## config.mk

```make
export PLATFORM = sky130hd
export DESIGN_NAME = ifetch_stage
export DESIGN_NICKNAME = d
export VERILOG_FILES = /design/src/rtl/cpu_pkg.sv /design/src/rtl/ifetch_fifo.sv /design/src/rtl/ifetch_stage.sv
export SDC_FILE = /design/constraint.sdc
export NUM_CORES = 1
export LEC_CHECK = 0
export ABC_AREA = 1
export CORE_MARGIN = 1
export CORE_UTILIZATION = 35
export DETAILED_ROUTE_END_ITERATION = 10
export MAX_ROUTING_LAYER = met4
export SYNTH_ARGS = -nofsm -noshare
export SYNTH_HDL_FRONTEND = slang
export SYNTH_SLANG_ARGS = --single-unit
```

## constraint.sdc

```tcl
create_clock -name btn -period 3.34 [get_ports btn]
set_input_delay 0.668 -clock btn [delete_from_list [all_inputs] [get_ports btn]]
set_output_delay 0.668 -clock btn [all_outputs]
set_load 0.05 [all_outputs]
```

## src/rtl/cpu_pkg.sv

```systemverilog
// Shared definitions for the fetch front end: default widths, FIFO depth and
// the fetch FSM state encoding.
package cpu_pkg;

  localparam int unsigned IfAddrWidth = 9;
  localparam int unsigned IfDataWidth = 32;
  localparam logic [1:0]  FifoDepth   = 2'd2;

  typedef enum logic [1:0] {
    StIdle = 2'd0,
    StWait = 2'd1,
    StDrop = 2'd2
  } fetch_state_e;

endpackage

```

## src/rtl/ifetch_fifo.sv

```systemverilog
// Two-entry instruction buffer between the memory response and decode.
// Flush empties it on the next edge regardless of push or pop.
module ifetch_fifo
  import cpu_pkg::*;
#(
  parameter int unsigned Width = IfDataWidth + IfAddrWidth
) (
  input  logic             clk_i,
  input  logic             rst_ni,
  input  logic             flush_i,
  input  logic             push_i,
  input  logic [Width-1:0] data_i,
  input  logic             pop_i,
  output logic [Width-1:0] data_o,
  output logic [1:0]       count_o
);

  logic [Width-1:0] mem_q [2];
  logic             wr_ptr_q;
  logic             rd_ptr_q;
  logic [1:0]       count_q;
  logic             do_push;
  logic             do_pop;

  assign do_pop  = pop_i && (count_q != 2'd0);
  // A full buffer still accepts a push when the head leaves on the same edge.
  assign do_push = push_i && ((count_q != FifoDepth) || do_pop);

  always_ff @(posedge clk_i or negedge rst_ni) begin
    if (!rst_ni) begin
      mem_q[0] <= '0;
      mem_q[1] <= '0;
      wr_ptr_q <= 1'b0;
      rd_ptr_q <= 1'b0;
      count_q  <= 2'd0;
    end else if (flush_i) begin
      wr_ptr_q <= 1'b0;
      rd_ptr_q <= 1'b0;
      count_q  <= 2'd0;
    end else begin
      if (do_push) begin
        mem_q[wr_ptr_q] <= data_i;
        wr_ptr_q        <= ~wr_ptr_q;
      end
      if (do_pop) begin
        rd_ptr_q <= ~rd_ptr_q;
      end
      count_q <= count_q + {1'b0, do_push} - {1'b0, do_pop};
    end
  end

  assign data_o  = mem_q[rd_ptr_q];
  assign count_o = count_q;

endmodule

```

## src/rtl/ifetch_stage.sv

```systemverilog
// Instruction fetch: one outstanding memory request at a time, responses
// buffered in a 2-entry FIFO and handed to decode with a valid/ready handshake.
module ifetch_stage
  import cpu_pkg::*;
#(
  parameter int unsigned N = IfAddrWidth,
  parameter int unsigned W = IfDataWidth
) (
  input  logic         btn,
  input  logic         rst,
  input  logic [N-1:0] pc,
  input  logic         flush,
  output logic         imem_req,
  output logic [N-1:0] imem_addr,
  input  logic         imem_gnt,
  input  logic         imem_rvalid,
  input  logic [W-1:0] imem_rdata,
  output logic         inst_valid,
  input  logic         inst_ready,
  output logic [W-1:0] inst,
  output logic [N-1:0] inst_pc,
  output logic         pc_adv,
  output logic [N-1:0] npc
);

  fetch_state_e   state_q;
  logic [N-1:0]   tag_q;
  logic [1:0]     fifo_count;
  logic [W+N-1:0] fifo_out;
  logic           push;
  logic           pop;

  // Requests only from IDLE, so a response can never find the FIFO full.
  assign imem_req  = rst && (state_q == StIdle) && !flush && (fifo_count < FifoDepth);
  assign imem_addr = pc;
  assign pc_adv    = imem_req && imem_gnt;
  assign npc       = pc + {{(N-1){1'b0}}, 1'b1};

  assign push       = (state_q == StWait) && imem_rvalid && !flush;
  assign inst_valid = (fifo_count != 2'd0);
  assign pop        = inst_valid && inst_ready;
  assign inst       = fifo_out[W+N-1:N];
  assign inst_pc    = fifo_out[N-1:0];

  always_ff @(posedge btn or negedge rst) begin
    if (!rst) begin
      state_q <= StIdle;
      tag_q   <= '0;
    end else begin
      case (state_q)
        StIdle: begin
          if (pc_adv) begin
            tag_q   <= pc;
            state_q <= StWait;
          end
        end
        StWait: begin
          if (imem_rvalid) begin
            state_q <= StIdle;
          end else if (flush) begin
            state_q <= StDrop;
          end
        end
        StDrop: begin
          if (imem_rvalid) begin
            state_q <= StIdle;
          end
        end
        default: state_q <= StIdle;
      endcase
    end
  end

  ifetch_fifo #(
    .Width(W + N)
  ) u_fifo (
    .clk_i  (btn),
    .rst_ni (rst),
    .flush_i(flush),
    .push_i (push),
    .data_i ({imem_rdata, tag_q}),
    .pop_i  (pop),
    .data_o (fifo_out),
    .count_o(fifo_count)
  );

endmodule

```

==> Word-level counts from Yosys, hierarchy flattened <==
Cells that the tools add are included.
{ "op_classes": {"addsub": 3, "order_cmp": 4, "eq_ne": 6, "muxes": 16, "n_bitwise": 5, "n_reduce_logical": 19} }
{ "op_table": {"columns": ["op", "n"], "rows": [
  ["two-way mux 41 bit", 4],
  ["bitwise mux 82 bit", 1],
  ["demux 41 bit (select 1 bit)", 1],
  ["logical AND 1 bit", 10],
  ["two-way mux 2 bit", 5],
  ["adder 9 x 1 -> 9 bit, second input constant", 1],
  ["!= test 2 bit, second input constant", 3],
  ["case mux 2 bit (3 select lines)", 1],
  ["nonzero test 2 bit", 3],
  [">= comparator 2 bit, second input constant", 2],
  ["two-way mux 1 bit", 4],
  ["NOT 1 -> 2 bit", 2],
  ["AND reduction 2 bit", 2],
  ["!= test 3 bit, second input constant", 1],
  ["NOT 1 bit", 3],
  ["AND reduction 3 bit", 1],
  ["adder 2 x 1 -> 2 bit", 1],
  ["== test 2 x 1 -> 1 bit, second input constant", 1],
  ["== test 2 bit, second input constant", 1],
  ["logical NOT 2 bit", 1],
  ["< comparator 2 x 1 -> 1 bit, second input constant", 1],
  ["< comparator 2 bit, second input constant", 1],
  ["subtractor 2 x 1 -> 2 bit", 1],
  ["logical NOT 1 bit", 1],
  ["logical OR 1 bit", 1]
]} }
{ "totals": {"regBits": 97, "output_inout_bits": 62, "word_cells": 60} }

==> Logic depth before layout (Yosys ltp) <==
Gate-level depths: netlist of the first run.
{ "logic_depth": {"word_depth": 8, "depth_mapped": 10, "depth_no_buf": 10} }

==> Cells and area by module <==
A second synthesis of the first run with hierarchy kept.
{ "hier_totals": {"hier_cells": 637, "hier_area_um2": 4903.5} }
{ "modules_own_cells": {"columns": ["module", "instances", "cells_per_inst", "area_each_um2", "seq_area_each_um2"], "rows": [
  ["ifetch_fifo", 1, 529, 4111.4, 2152.1],
  ["ifetch_stage", 1, 108, 792.0, 275.3]
]} }

==> Worst setup path after synthesis of the first run <==
OpenSTA, ideal clock, no wires.
{ "synth_path": {"kind": "input to output", "start": "input port pc[0]", "end": "output port npc[6]", "arrival_time_ns": 1.896, "required_time_ns": 2.672, "setup_slack_ns": 0.776, "path_stages": 4, "cell_sequence": "ha_1 > nand3_1 > nor2_1 > xor2_1"} }
{ "synth_via": {"elab_chain_cells": 1} }
{ "synth_rtl": {"columns": ["item", "line", "text"], "rows": [
  ["from (decl)", "ifetch_stage.sv:11", "input logic [N-1:0] pc,"],
  ["adder 9 x 1 -> 9 bit", "ifetch_stage.sv:37", "assign npc = pc + {{(N-1){1'b0}}, 1'b1};"],
  ["to (decl)", "ifetch_stage.sv:23", "output logic [N-1:0] npc"]
]} }
No other way between the ends.

==> Final worst setup path of the first run <==
{ "layout_path": {"start": "input port pc[0]", "end": "output port npc[1]"} }
The elaborated chain is that of the path after synthesis.

==> results of run 1 <==
-- per-stage QoR --
stage | utilization (%) | cells
5_1_grt | 45.99 | 879
2_1_floorplan | - | 623
3_5_place_dp | 43.80 | 864
4_1_cts | 45.99 | 879
6_report | 45.99 | 879
3_3_place_gp | 43.80 | 864
-- sequential cells by signal (all words and copies together), names as in the netlist --
signal,count
tag_q,9
u_fifo.count_o,2
u_fifo.rd_ptr_q,1
state_q,2
u_fifo.wr_ptr_q,1
u_fifo.mem_q,82
-- layer usage --
layer,vias up,global-route usage (%)
met5,-,-
met4,0,6.953
met3,13,3.470
met2,154,29.96
met1,2076,25.50
li1,2163,-
-- where the power goes --
part / total (mW) / internal (mW) / leakage, nW / switching, mW
logic: 2.65 / 0.746 / 1.90 / 1.91
registers: 1.73 / 1.52 / 1.28 / 0.212
clock network: 1.01 / 0.584 / 0.145 / 0.428
total: 5.40 / 2.85 / 3.33 / 2.55
-- worst max-delay path, delay by kind of cell --
family | cells | cell delay (ns)
buffers and inverters | 2 | 1.27
adder cells (fa/ha/maj) | 1 | 0.31
-- worst paths after layout --
check / slack, ns / start / cells after the start / endpoint
max: 0.42 / pc[0] / 3 / npc[1]
max reg2reg: 1.31 / u_fifo.wr_ptr_q / 5 / u_fifo.mem_q[4]
min: 0.15 / rst / 1 / tag_q[0]
max in group asynchronous: 1.72 / rst / 3 / u_fifo.wr_ptr_q
min in group btn: 0.47 / u_fifo.mem_q[21] / 2 / u_fifo.mem_q[21]
min reg2reg: 0.47 / u_fifo.mem_q[21] / 2 / u_fifo.mem_q[21]
-- cells in the final DEF (no fill, tap or decap) --
cell type,n
sky130_fd_sc_hd__inv_2,3
sky130_fd_sc_hd__clkdlybuf4s50_1,57
sky130_fd_sc_hd__xnor2_1,1
sky130_fd_sc_hd__nand4_1,83
sky130_fd_sc_hd__nor2_2,1
sky130_fd_sc_hd__nand3_2,2
sky130_fd_sc_hd__inv_1,15
sky130_fd_sc_hd__clkbuf_8,4
sky130_fd_sc_hd__buf_12,6
sky130_fd_sc_hd__nor2_1,9
sky130_fd_sc_hd__or2_2,1
sky130_fd_sc_hd__clkinv_4,1
sky130_fd_sc_hd__dfrtp_2,2
sky130_fd_sc_hd__nand3b_4,1
sky130_fd_sc_hd__ha_1,3
sky130_fd_sc_hd__o31ai_1,1
sky130_fd_sc_hd__nor2_4,1
sky130_fd_sc_hd__clkbuf_16,9
sky130_fd_sc_hd__clkbuf_1,1
sky130_fd_sc_hd__buf_4,57
sky130_fd_sc_hd__xor2_1,4
sky130_fd_sc_hd__nand3_1,12
sky130_fd_sc_hd__nand3b_1,2
sky130_fd_sc_hd__o21ai_0,2
sky130_fd_sc_hd__nor3_1,3
sky130_fd_sc_hd__dfrtp_1,95
sky130_fd_sc_hd__nand2_1,327
-- logic make-up after synthesis --
family | count (synthesis)
xor+xnor | 5
simple gates | 442
buf+inv | 73
fa+ha+maj | 3
flops | 97
compound gates | 3
-- cell type report --
class / count / area [sq um]
Clock inverter: 1 / 8.758
Inverter: 18 / 67.56
Multi-Input combinational cell: 453 / 2033
Sequential cell: 97 / 2430
Tap cell: 176 / 220.2
Fill cell: 1329 / 7238
Clock buffer: 14 / 284.0
Timing Repair Buffer: 120 / 1119
==> summary.txt, run 1 <==
Status
  • Status: complete, no violations

Place
  • Setup slack after placement: 0.4092 ns
  • Routability cong.: between 0.7 and 0.8
  • Cell area reported after detailed placement: between 5000 and 6000 sq um
  • Half-perimeter wire length of the detailed placement result: approximately 8 mm
  • # port buffers: about 110

Route
  • Antenna Violating Nets Remaining: 0
  • Wire length on met3: between 800 and 900 um
  • Detailed-route wire length per cell: around 15 um
  • Detailed-routed wire length on met2: roughly 6.0 mm
  • Post-route DRC: 0
  • Number of detailed-route iterations in the first pass: 5
  • Met1 routed wirelength after detailed routing: a little under 6 mm
  • Total wire length: approximately 13 mm
  • Uppermost layer routed: met4
  • Via Count: 4406
  • Number of DRC markers after the initial detailed-route iteration: 405
  • Vias per inst: between 5 and 6

Pwr
  • Leakage power summed over all cells: 3.332 nW
  • Total design power: approximately 5.4 mW
  • Total power per unit cell area: 875.8 nW/um^2
  • Max IR drop VDD: ~0.00032 V

Yosys
  • Primary flip-flop cell chosen by synthesis mapping: sky130_fd_sc_hd__dfrtp_1
  • Portion of synthesized cell area occupied by the leading cell type: between 40% and 50%
  • Post-Synth Simple-Gate Area: 39.33%
  • Register area share after synthesis: about half
  • Synthesized Nets: 673
  • Adder and majority gate portion of the synthesized area: 0.7686%
  • Mean area per synthesized cell: about 7.8 sq um
  • Flop and latch count out of synthesis: between 90 and 100
  • Most area-consuming cells after synthesis: sky130_fd_sc_hd__dfrtp_1, sky130_fd_sc_hd__nand2_1, sky130_fd_sc_hd__nand4_1
  • Count leader, synth: sky130_fd_sc_hd__nand2_1
  • Synth unique cells: 24
  • Number of enable flip-flop cells after synthesis: 0
  • Share of async-settable or async-resettable flops after synthesis: 100.0%
  • Cell area after synthesis: slightly below 5000 sq um
  • Top cells by instance count after synthesis: sky130_fd_sc_hd__nand2_1, sky130_fd_sc_hd__dfrtp_1, sky130_fd_sc_hd__nand4_1
  • Number of instances in the synthesized netlist: between 600 and 700
  • Dominant combinational cell family by area after synthesis: simple AND/OR/NAND/NOR gates
  • Cell accounting for the most synthesized area: sky130_fd_sc_hd__dfrtp_1
  • Xor/xnor cell area share of the yosys netlist: 0.8967%
  • Yosys warnings: 0
  • Proportion of synthesized area in mux cells: 0%
  • Compound-gate portion of the synthesized area: less than 1%

Floorplan
  • Effective utilization at floorplan: between 30 and 40%
  • Height of the chip: 120.1 um
  • Std-Cell Core Area: approximately 13000 sq um
  • Area of the die: about 14000 sq um
  • Horizontal extent of the die: 120.1 um
  • Total number of placement rows: 42
  • I/O pins: 109

Critical path
  • Data required, critical path: between 2 and 3 ns
  • Critical path's slowest cell: sky130_fd_sc_hd__clkdlybuf4s50_1
  • Type of destination of the critical path: primary output
  • CP most frequent cell: sky130_fd_sc_hd__clkdlybuf4s50_1
  • Category of the most critical setup path: input pin to primary output
  • Biggest cell delay along the critical path: a little under 0.8 ns
  • Startpoint kind of the worst setup timing path: input pin
  • Series of cell instances along the critical path: clkdlybuf4s50_1, ha_1, clkdlybuf4s50_1
  • Largest driver fanout on the critical path: 5
  • Arrival time of data at the critical path endpoint: roughly 2.3 ns

Cells and area
  • Final instance area: approximately 6200 sq um
  • Final net count: approximately 750
  • Diode insertion count for antenna repair: 0
  • Share of layout cells above drive strength 1: 12.52%
  • Synthesis-to-layout area growth: 26.18%

Global routing
  • Residual overflow from global routing: 0
  • Number of antenna violations at the first check in global routing: 0
  • Largest net degree at the start of global routing: between 60 and 70
  • Number of global-route vias before repair: roughly 4200
  • Combined global-route utilization of all metal layers: about a fifth
  • First-pass GRT wire length: between 20 and 25 mm

Clocking
  • Count of cells resized by post-cts repair: 0
  • Clock Pin Slew Worst Setup and Hold Paths: roughly 0.06 ns
  • Total clock sinks: between 90 and 100
  • TritonCTS clock tree: yes
  • Buffer cell driving the clock tree root: sky130_fd_sc_hd__clkbuf_16
  • H-tree depth reported by CTS: 3
  • # hold bufs at CTS: 0
  • Post-CTS Setup Bufs: 0
  • Clock buffer count from CTS: 9
  • Worst-skew pair later-pin latency: ~0.34 ns
  • Number of buffers on the longest clock path: 2

STA
  • Final Skew: 0.004952 ns
  • Number of hold-slack violations in the final timing report: 0
  • Final total negative setup slack: 0 ns
  • Final critical delay including setup and external delays: between 2 and 3 ns
  • Slew margin rel.: 44.78%
  • Maximum clock frequency: roughly 0.34 GHz
  • Fin. max-slew vios: 0
  • Final setup fails: 0
  • Crit path setup slack, layout: between 0.4 and 0.5 ns
  • Post-route fraction of the period consumed by the critical path: just under 90%
  • Worst hold margin: 0.1529 ns
  • Worst Tran Pin Value: approximately 0.83 ns
  • RSZ-0062 raised after global routing: false

Worst hold path
  • Hold crit path type: input pin to asynchronous set/reset pin

Flow run
  • Reported max-cap violation count: 0
Power figures use the tool's default switching activity.
==> run 2, diff against run 1 <==
==> constraint.sdc (replaced) <==
create_clock -name btn -period 3.34 [get_ports btn]
set_input_delay 0.501 -clock btn [delete_from_list [all_inputs] [get_ports btn]]
set_output_delay 0.501 -clock btn [all_outputs]
set_load 0.05 [all_outputs]
==> run 2 against run 1 <==
  * First-iteration DRC count fell by 2.5%
  * Non-clock buffer count increased by 1
  * Critical path depth is 2 higher
  * Critical path type unchanged
  * Combinational power rose by 4%
  * Sequential power is essentially flat
  * Largest power group unchanged
  * Sequential cell count stayed put
  * Sequential share of layout area is 0.46 points lower
  * Via count fell by 0.48%
==> summary.txt, run 2 (synthesis results as in run 1) <==
Status
  • Status: complete, no violations

Route
  • Vias per inst: 4.989 (-0.48%)
  • Number of DRC markers after the initial detailed-route iteration: 395 (-2.5%)
  • Post-route DRC: 0 (unchanged)
  • Number of detailed-route iterations in the first pass: 6 (+1)
  • Total wire length: 12.97 mm (-0.25%)
  • Via Count: 4385 (-0.48%)
  • Detailed-route wire length per cell: 14.75 um (-0.25%)
  • Antenna Violating Nets Remaining: 0 (unchanged)

Cells and area
  • Synthesis-to-layout area growth: 27.67%
  • Final net count: 750 (+0.13%)
  • Number of flip-flops in the largest register: 82 (unchanged)
  • Diode insertion count for antenna repair: 0 (unchanged)
  • Leading cell types in the layout, fill and taps excluded: sky130_fd_sc_hd__nand2_1, sky130_fd_sc_hd__clkdlybuf4s50_1, sky130_fd_sc_hd__dfrtp_1
  • Register bank with the most flops: u_fifo.mem_q
  • Most common cell after layout, fill and taps aside: sky130_fd_sc_hd__nand2_1
  • Share of layout cells above drive strength 1: 6.828% (-5.7 points)
  • Final core occ: 46.53% (+0.54 points)
  • Biggest regs: u_fifo.mem_q: 82 flops, tag_q: 9 flops

Pwr
  • Total design power: 5.585 mW (+3.5%)
  • Power Internal: 3.046 mW (+7.0%)
  • Leakage power summed over all cells: 3.270 nW (-1.8%)
  • Sw power: 2.539 mW (-0.38%)
  • Total power per unit cell area: 895.8 nW/um^2 (+2.3%)
  • Combinational share of power: 49.3% (about the same)
  • Sequential fraction of design power: 31.0% (-1.0 points)
  • Clock share of power: 19.7% (+0.9 points)
  • Switching Fraction: 45.46% (-1.8 points)
  • Max IR drop VDD: 0.0002828 V (-11%)

STA
  • Worst Tran Pin Value: 0.6872 ns (-0.1399 ns)
  • Post-route fraction of the period consumed by the critical path: 86.13% (-1.4 points)
  • RSZ-0062 raised after global routing: false
  • Number of hold-slack violations in the final timing report: 0 (unchanged)
  • Final setup fails: 0 (unchanged)
  • Final total negative setup slack: 0 ns (unchanged)
  • Final critical delay including setup and external delays: 2.877 ns (-0.04708 ns)
  • Slew margin rel.: 54.19% (+9.4 points)
  • Fin. max-slew vios: 0 (unchanged)
  • Worst hold margin: 0.2954 ns (+0.1426 ns)
  • Maximum clock frequency: 0.3476 GHz (+1.6%)
  • Final Skew: 0.005200 ns (+0.0002482 ns)

Global routing
  • Combined global-route utilization of all metal layers: 19.25% (-0.14 points)
  • First-pass GRT wire length: 21.18 mm (-0.16%)
  • Number of antenna violations at the first check in global routing: 0 (unchanged)
  • Residual overflow from global routing: 0 (unchanged)
  • Number of global-route vias before repair: 4193 (-1.1%)
  • Largest net degree at the start of global routing: 56 (-16%)

Critical path
  • Arrival time of data at the critical path endpoint: 2.38 ns (+0.12 ns)
  • Data required, critical path: 2.84 ns (+0.17 ns)
  • Worst R2R Start: u_fifo.wr_ptr_q
  • Largest driver fanout on the critical path: 5 (unchanged)
  • Biggest cell delay along the critical path: 0.82 ns (+0.03 ns)
  • Worst reg2reg path depth: 6 (+1)
  • Category of the most critical setup path: input pin to primary output
  • CP most frequent cell: sky130_fd_sc_hd__clkdlybuf4s50_1
  • Type of destination of the critical path: primary output
  • Critical path's slowest cell: sky130_fd_sc_hd__clkdlybuf4s50_1
  • Series of cell instances along the critical path: clkdlybuf4s50_1, ha_1, nand3_1, xnor2_1, clkdlybuf4s50_1
  • Register-to-register setup slack: 1.29 ns (-0.02 ns)
  • Endpoint of the worst-slack reg-to-reg timing path: u_fifo.mem_q[49]
  • Startpoint kind of the worst setup timing path: input pin

Place
  • Routability cong.: 0.7431 (-1.3%)
  • # port buffers: 108 (unchanged)
  • Half-perimeter wire length of the detailed placement result: 7.977 mm (-1.8%)

Clocking
  • H-tree depth reported by CTS: 3 (unchanged)
  • Count of cells resized by post-cts repair: 0 (unchanged)
  • Post-CTS Setup Bufs: 0 (unchanged)
  • Buffer cell driving the clock tree root: sky130_fd_sc_hd__clkbuf_16
  • Clock Pin Slew Worst Setup and Hold Paths: 0.06 ns (about the same)
  • TritonCTS clock tree: yes
  • Worst-skew pair later-pin latency: 0.33 ns (about the same)
  • Total clock sinks: 97 (unchanged)
  • Clock buffer count from CTS: 9 (unchanged)
  • # hold bufs at CTS: 0 (unchanged)
  • Number of buffers on the longest clock path: 2 (unchanged)

Floorplan
  • I/O pins: 109 (unchanged)
  • Std-Cell Core Area: 13400 sq um (unchanged)
  • Height of the chip: 120.1 um (unchanged)
  • Area of the die: 14430 sq um (unchanged)
  • Effective utilization at floorplan: 36.44% (unchanged)
  • Total number of placement rows: 42 (unchanged)
  • Horizontal extent of the die: 120.1 um (unchanged)

Flow run
  • Reported max-cap violation count: 0 (unchanged)

Worst hold path
  • Hold crit path type: input pin to asynchronous set/reset pin
run 2: cell count changes in the layout (fill, tap and decap cells not counted):
cell,previous run,this run
sky130_fd_sc_hd__clkdlybuf4s50_1,57,98
sky130_fd_sc_hd__clkbuf_8,4,2
sky130_fd_sc_hd__clkinv_2,0,1
sky130_fd_sc_hd__buf_4,57,22
sky130_fd_sc_hd__bufinv_16,0,2
sky130_fd_sc_hd__clkinv_4,1,0
sky130_fd_sc_hd__buf_12,6,1
sky130_fd_sc_hd__clkbuf_1,1,0
run 2: worst max path at each step:
stage | startpoint | to | slack, ns | cells past startpoint
final | pc[0] | npc[4] | 0.46 | 5
after global routing | pc[4] | npc[7] | 0.38 | 6
after CTS | pc[0] | npc[4] | 0.45 | 5
after detailed placement | pc[0] | npc[4] | 0.48 | 5
after global placement | pc[2] | npc[5] | 0.50 | 6
after floorplan | pc[0] | npc[6] | 1.11 | 4
run 2: cell type report:
class / count / area (sq um)
Timing Repair Buffer: 121 / 1166
Inverter: 18 / 67.56
Clock inverter: 3 / 65.06
Clock buffer: 11 / 252.7
Tap cell: 176 / 220.2
Multi-Input combinational cell: 453 / 2033
Sequential cell: 97 / 2430
Fill cell: 1329 / 7166
run 2: power by group through the flow:
stage	Sequential, mW	Combinational (mW)	Clock [mW]
5_1_grt	1.77	2.96	1.18
3_3_place_gp	1.73	2.75	0
6_report	1.73	2.75	1.10
4_1_cts	1.73	2.78	1.13
2_1_floorplan	1.68	1.92	0
3_5_place_dp	1.75	2.77	0
run 2: metrics by stage:
stage | cell area [sq um] | setup WS (ns) | instances
final | 6235 | 0.4631 | 879
after global routing | 6235 | 0.3822 | 879
after CTS | 6235 | 0.4515 | 879
after detailed placement | 5917 | 0.4754 | 865
after global placement | 5917 | 0.4956 | 865
after floorplan | 4883 | 1.110 | 623
run 2: critical path: cells and delay by family:
family | cells | cell delay, ns
buf+inv | 2 | 1.37
fa+ha+maj | 1 | 0.22
xor+xnor | 1 | 0.16
simple gates | 1 | 0.13
run 2: metal layers:
metal / GRT usage (%) / routed length, um / up-vias
met5: - / 0 / -
met4: 4.844 / 97 / 0
met3: 4.040 / 732 / 7
met2: 28.77 / 5921 / 140
met1: 26.57 / 6215 / 2076
li1: - / - / 2162
